$ cat config.mk
export PLATFORM = sky130hd
export DESIGN_NAME = lot_tracker
export DESIGN_NICKNAME = d
export VERILOG_FILES = /design/src/rtl/lot_pkg.sv /design/src/rtl/lot_tracker_gate_fsm.sv /design/src/rtl/lot_tracker.sv
export SDC_FILE = /design/constraint.sdc
export NUM_CORES = 1
export LEC_CHECK = 0
export CORE_ASPECT_RATIO = 0.8
export CORE_MARGIN = 2
export CORE_UTILIZATION = 59
export DETAILED_ROUTE_END_ITERATION = 8
export HOLD_SLACK_MARGIN = 0.1
export PLACE_DENSITY = 0.81
export SYNTH_ARGS = -nofsm -noshare
export SYNTH_HDL_FRONTEND = slang
export SYNTH_SLANG_ARGS = --single-unit
$ cat constraint.sdc
create_clock -name clk -period 4.83 [get_ports clk]
set_input_delay 0.966 -clock clk [delete_from_list [all_inputs] [get_ports clk]]
set_output_delay 0.966 -clock clk [all_outputs]
set_load 0.005 [all_outputs]
$ cat src/rtl/lot_pkg.sv
// Shared types and default parameters for the parking-lot occupancy tracker.
package lot_pkg;

  localparam int CNT_W_DEF       = 4;
  localparam int SYNC_STAGES_DEF = 2;

  typedef enum logic [3:0] {
    ST_RESYNC = 4'd0,
    ST_IDLE   = 4'd1,
    ST_EN1    = 4'd2,
    ST_EN2    = 4'd3,
    ST_EN3    = 4'd4,
    ST_EX1    = 4'd5,
    ST_EX2    = 4'd6,
    ST_EX3    = 4'd7,
    ST_FAULT  = 4'd8
  } state_t;

endpackage

$ cat src/rtl/lot_tracker_gate_fsm.sv
// Sensor synchronizers and gate-sequence FSM; emits registered one-cycle
// entry, exit and fault pulses.
module gate_fsm
  import lot_pkg::*;
#(
  parameter int SYNC_STAGES = SYNC_STAGES_DEF
) (
  input  logic clk,
  input  logic rst,
  input  logic sd1,
  input  logic sd2,
  output logic entry_evt,
  output logic exit_evt,
  output logic fault_evt
);

  logic [SYNC_STAGES-1:0] sync1_q, sync1_d;
  logic [SYNC_STAGES-1:0] sync2_q, sync2_d;
  logic [SYNC_STAGES-1:0] flush_q, flush_d;
  logic [1:0]             s;
  logic                   flushed;
  state_t                 state_q, state_d;
  logic                   entry_q, entry_d;
  logic                   exit_q, exit_d;
  logic                   fault_q, fault_d;

  // flush_q marks when the chain holds real sensor samples rather than the reset preset
  always_comb begin
    sync1_d = {sync1_q[SYNC_STAGES-2:0], sd1};
    sync2_d = {sync2_q[SYNC_STAGES-2:0], sd2};
    flush_d = {flush_q[SYNC_STAGES-2:0], 1'b1};
  end

  always_ff @(posedge clk) begin
    if (rst) begin
      sync1_q <= {SYNC_STAGES{1'b1}};
      sync2_q <= {SYNC_STAGES{1'b1}};
      flush_q <= {SYNC_STAGES{1'b0}};
    end else begin
      sync1_q <= sync1_d;
      sync2_q <= sync2_d;
      flush_q <= flush_d;
    end
  end

  assign s       = {sync1_q[SYNC_STAGES-1], sync2_q[SYNC_STAGES-1]};
  assign flushed = flush_q[SYNC_STAGES-1];

  always_ff @(posedge clk) begin
    if (rst) begin
      state_q <= ST_RESYNC;
      entry_q <= 1'b0;
      exit_q  <= 1'b0;
      fault_q <= 1'b0;
    end else begin
      state_q <= state_d;
      entry_q <= entry_d;
      exit_q  <= exit_d;
      fault_q <= fault_d;
    end
  end

  always_comb begin
    state_d = state_q;
    case (state_q)
      ST_RESYNC: begin
        if (flushed && (s == 2'b11)) state_d = ST_IDLE;
        else                         state_d = ST_RESYNC;
      end
      ST_IDLE: case (s)
        2'b11:   state_d = ST_IDLE;
        2'b01:   state_d = ST_EN1;
        2'b10:   state_d = ST_EX1;
        default: state_d = ST_FAULT;
      endcase
      ST_EN1: case (s)
        2'b01:   state_d = ST_EN1;
        2'b00:   state_d = ST_EN2;
        2'b11:   state_d = ST_IDLE;
        default: state_d = ST_FAULT;
      endcase
      ST_EN2: case (s)
        2'b00:   state_d = ST_EN2;
        2'b10:   state_d = ST_EN3;
        2'b01:   state_d = ST_EN1;
        default: state_d = ST_FAULT;
      endcase
      ST_EN3: case (s)
        2'b10:   state_d = ST_EN3;
        2'b11:   state_d = ST_IDLE;
        2'b00:   state_d = ST_EN2;
        default: state_d = ST_FAULT;
      endcase
      ST_EX1: case (s)
        2'b10:   state_d = ST_EX1;
        2'b00:   state_d = ST_EX2;
        2'b11:   state_d = ST_IDLE;
        default: state_d = ST_FAULT;
      endcase
      ST_EX2: case (s)
        2'b00:   state_d = ST_EX2;
        2'b01:   state_d = ST_EX3;
        2'b10:   state_d = ST_EX1;
        default: state_d = ST_FAULT;
      endcase
      ST_EX3: case (s)
        2'b01:   state_d = ST_EX3;
        2'b11:   state_d = ST_IDLE;
        2'b00:   state_d = ST_EX2;
        default: state_d = ST_FAULT;
      endcase
      ST_FAULT: begin
        if (s == 2'b11) state_d = ST_IDLE;
        else            state_d = ST_FAULT;
      end
      default: state_d = ST_RESYNC;
    endcase
  end

  // Events fire on the transition itself, so each is a single-cycle pulse
  always_comb begin
    entry_d = (state_q == ST_EN3) && (state_d == ST_IDLE);
    exit_d  = (state_q == ST_EX3) && (state_d == ST_IDLE);
    fault_d = (state_q != ST_FAULT) && (state_d == ST_FAULT);
  end

  assign entry_evt = entry_q;
  assign exit_evt  = exit_q;
  assign fault_evt = fault_q;

endmodule

$ cat src/rtl/lot_tracker.sv
// Parking-lot occupancy tracker: saturating car count and error pulse
// driven by the gate sequence FSM.
module lot_tracker
  import lot_pkg::*;
#(
  parameter int CNT_W       = CNT_W_DEF,
  parameter int SYNC_STAGES = SYNC_STAGES_DEF
) (
  input  logic             clk,
  input  logic             rst,
  input  logic             SD1,
  input  logic             SD2,
  output logic             err,
  output logic [CNT_W-1:0] count
);

  localparam logic [CNT_W-1:0] CNT_MAX = {CNT_W{1'b1}};
  localparam logic [CNT_W-1:0] CNT_ONE = {{(CNT_W-1){1'b0}}, 1'b1};

  logic             entry_evt, exit_evt, fault_evt;
  logic [CNT_W-1:0] count_q, count_d;
  logic             err_q, err_d;

  gate_fsm #(
    .SYNC_STAGES(SYNC_STAGES)
  ) u_gate_fsm (
    .clk       (clk),
    .rst       (rst),
    .sd1       (SD1),
    .sd2       (SD2),
    .entry_evt (entry_evt),
    .exit_evt  (exit_evt),
    .fault_evt (fault_evt)
  );

  // Saturate instead of wrapping; hitting either bound is reported as an error
  always_comb begin
    count_d = count_q;
    err_d   = 1'b0;
    if (fault_evt) begin
      err_d = 1'b1;
    end else if (entry_evt) begin
      if (count_q == CNT_MAX) err_d   = 1'b1;
      else                    count_d = count_q + CNT_ONE;
    end else if (exit_evt) begin
      if (count_q == {CNT_W{1'b0}}) err_d   = 1'b1;
      else                          count_d = count_q - CNT_ONE;
    end else begin
      count_d = count_q;
    end
  end

  always_ff @(posedge clk) begin
    if (rst) begin
      count_q <= {CNT_W{1'b0}};
      err_q   <= 1'b0;
    end else begin
      count_q <= count_d;
      err_q   <= err_d;
    end
  end

  assign count = count_q;
  assign err   = err_q;

endmodule

==> results.txt <==
overall routed net length = 2020 um
routability cong. = 0.859
Antenna diodes = 0
Util after Layout = 66.2%
DIE WIDTH = 52.8 um
largest delay contributor family on the critical path = buffers and inverters
vias per inst = 5.57
Yosys reg bits = 18
critical path endpoint category = output port
Warnings, synthesis = 0
synth top area cells = dfxtp_1, ha_1, nor2_1
PwrDens = 204 nW/um^2
initial core utilization = 61.2%
drt initial violations = 27
Arrival @ worst endpoint = 1300 ps
CTS Hold Bufs = 0
Post-Synthesis Cells = 125
status = complete, no violations
final layout net count = 148
crit-path max cell delay = 550 ps
Routed Antenna Nets = 0
min cycle time layout = 2260 ps
share of the synthesized area in the top cell type = 32.0%
Setup Buffers After CTS = 0
layout cells sized above 1 = 13.7%
H-tree levels = 1
GRT Total Usage = 21.2%
Startpoint Class = flip-flop
Worst VDD drop = 202 uV
Die Height = 43.1 um
Setup WS post-layout = 2570 ps
site row count = 14
post-DR wirelength/cell = 13.0 um
asr flop ratio synth = 0%
First-pass DRT Iterations = 4
Slowest-stage cell, CP = clkdlybuf4s50_1
EDFF count, synth = 0
Core Area = 1840 sq um
Mapped Avg Cell Area = 9.00 sq um
CP max FO = 6
Setup TNS = 0 ps
class of the worst hold path = reg -> reg
Mapped Area = 1120 sq um
Slew @ Worst Pin = 495 ps
CTS Buffer Depth = 2
Cell variety after synth = 43
worst hold slack = 415 ps
CP Data Required Time = 3860 ps
die area = 2270 sq um
final setup fails = 0
RSZ-0062 raised after global routing = false
initial antenna violation count = 0
io pins = 9
post-synthesis sequential area ratio = 32.0%
HPWL Detailed = 1590 um
clock-pin transition on the worst setup and hold timing paths = 90 ps
fmax = 442 MHz
P_leak = 0.463 nW
grt ovf = 0
largest net degree at the start of global routing = 16
final period utilization = 46.8%
Worst-Skew Late Latency = 290 ps
synth-to-layout area growth = 8.23%
critical path class = reg -> out
pre-CTS WS = 2510 ps
port bufs = 8
PostCTS Resize Cnt = 0
Synth Flop Type = dfxtp_1
Syn Nets = 140
clk root buf = clkbuf_4
Power Total = 0.000248 W
Max Slew Vio Count = 0
vias in the first global route = 755
clk sink count = 18
slew margin rel. = 66.8%
via count = 863
total CTS buffers = 3
max-cap viol count = 0
first-pass GRT wire length = 3500 um
drt drc = 0
CP Cell Sequence = clkdlybuf4s50_1
WP buf/inv = 1
area leader, netlist = dfxtp_1
final hold viol count = 0
Worst Skew = 5.50 ps
CTS tree = done
==> routing by layer <==
layer	share of wire, %	GRT usage (%)	wire length, um	up-vias
li1	-	-	-	446
met1	50	30.0	1010	391
met2	45	30.8	909	24
met3	4.5	7.39	91	2
met4	0.40	4.62	8	0
met5	0	0	0	-
==> path summary, 6_finish.rpt <==
kind / from / to / slack (ps) / cells past startpoint
setup reg to reg: u_gate_fsm.sync2_q[1] / u_gate_fsm.entry_evt / 2930 / 7
hold / removal: u_gate_fsm.sync2_q[0] / u_gate_fsm.sync2_q[1] / 420 / 1
setup / recovery: count[0] / count[0] / 2570 / 1
hold reg to reg: u_gate_fsm.sync2_q[0] / u_gate_fsm.sync2_q[1] / 420 / 1
==> power by group <==
part / internal, W / total, W / switching (W)
logic: 0.0000100 / 0.0000215 / 0.0000115
registers: 0.000152 / 0.000156 / 0.00000403
clock network: 0.0000290 / 0.0000706 / 0.0000416
==> metrics by stage <==
step	instances	area [sq um]
global placement	152	1190
detailed placement	152	1190
finish	155	1220
global route	155	1220
floorplan	125	1120
CTS	155	1220
==> cell usage after synthesis, types with 2 or more instances <==
library cell and number:
a21oi_1 6, o21ai_0 5, xnor2_1 4, or2_2 4
buf_2 2, nor3b_1 3, nand2_1 10, ha_1 10
nor4_1 3, dfxtp_1 18, nand2b_1 3, buf_6 2
nor3_1 4, inv_1 5, nor3_2 4, nor2_1 14
nand3_1 2
==> area by class of cell <==
cell class,instances,area [sq um]
inverter,7,27.5
multi-input combinational,95,697
sequential,18,360
clock buffer,3,22.5
timing repair buffer,8,80.1
tap,24,30.0
fill,155,622
==> flip-flops by register name (all words and copies together) (netlist names) <==
signal                flops
u_gate_fsm.state_q        4
count                     4
err                       1
u_gate_fsm.exit_evt       1
u_gate_fsm.fault_evt      1
u_gate_fsm.flush_q        2
u_gate_fsm.sync1_q        2
u_gate_fsm.sync2_q        2
u_gate_fsm.entry_evt      1
==> cell families (layout without fill, tap and decap cells) <==
logic type	after synthesis	count (layout)	share of synthesized area, %
AOI/OAI and AO/OA	20	20	12.0
adders and majority gates	11	11	12.9
muxes	3	3	3.89
DFF	18	18	32.0
buffers and inverters	12	18	6.01
xor gates and xnor gates	5	5	4.56
and+or+nand+nor	56	56	28.6
==> cells in the final DEF, fill, tap and decap left out, types with 5 or more instances in the layout <==
cell type        instances
dfxtp_1                 18
nor2_1                  14
nand2_1                 10
ha_1                    10
clkdlybuf4s50_1          8
a21oi_1                  6
inv_1                    5
o21ai_0                  5
Note: power is estimated with default switching activity, not from simulation.
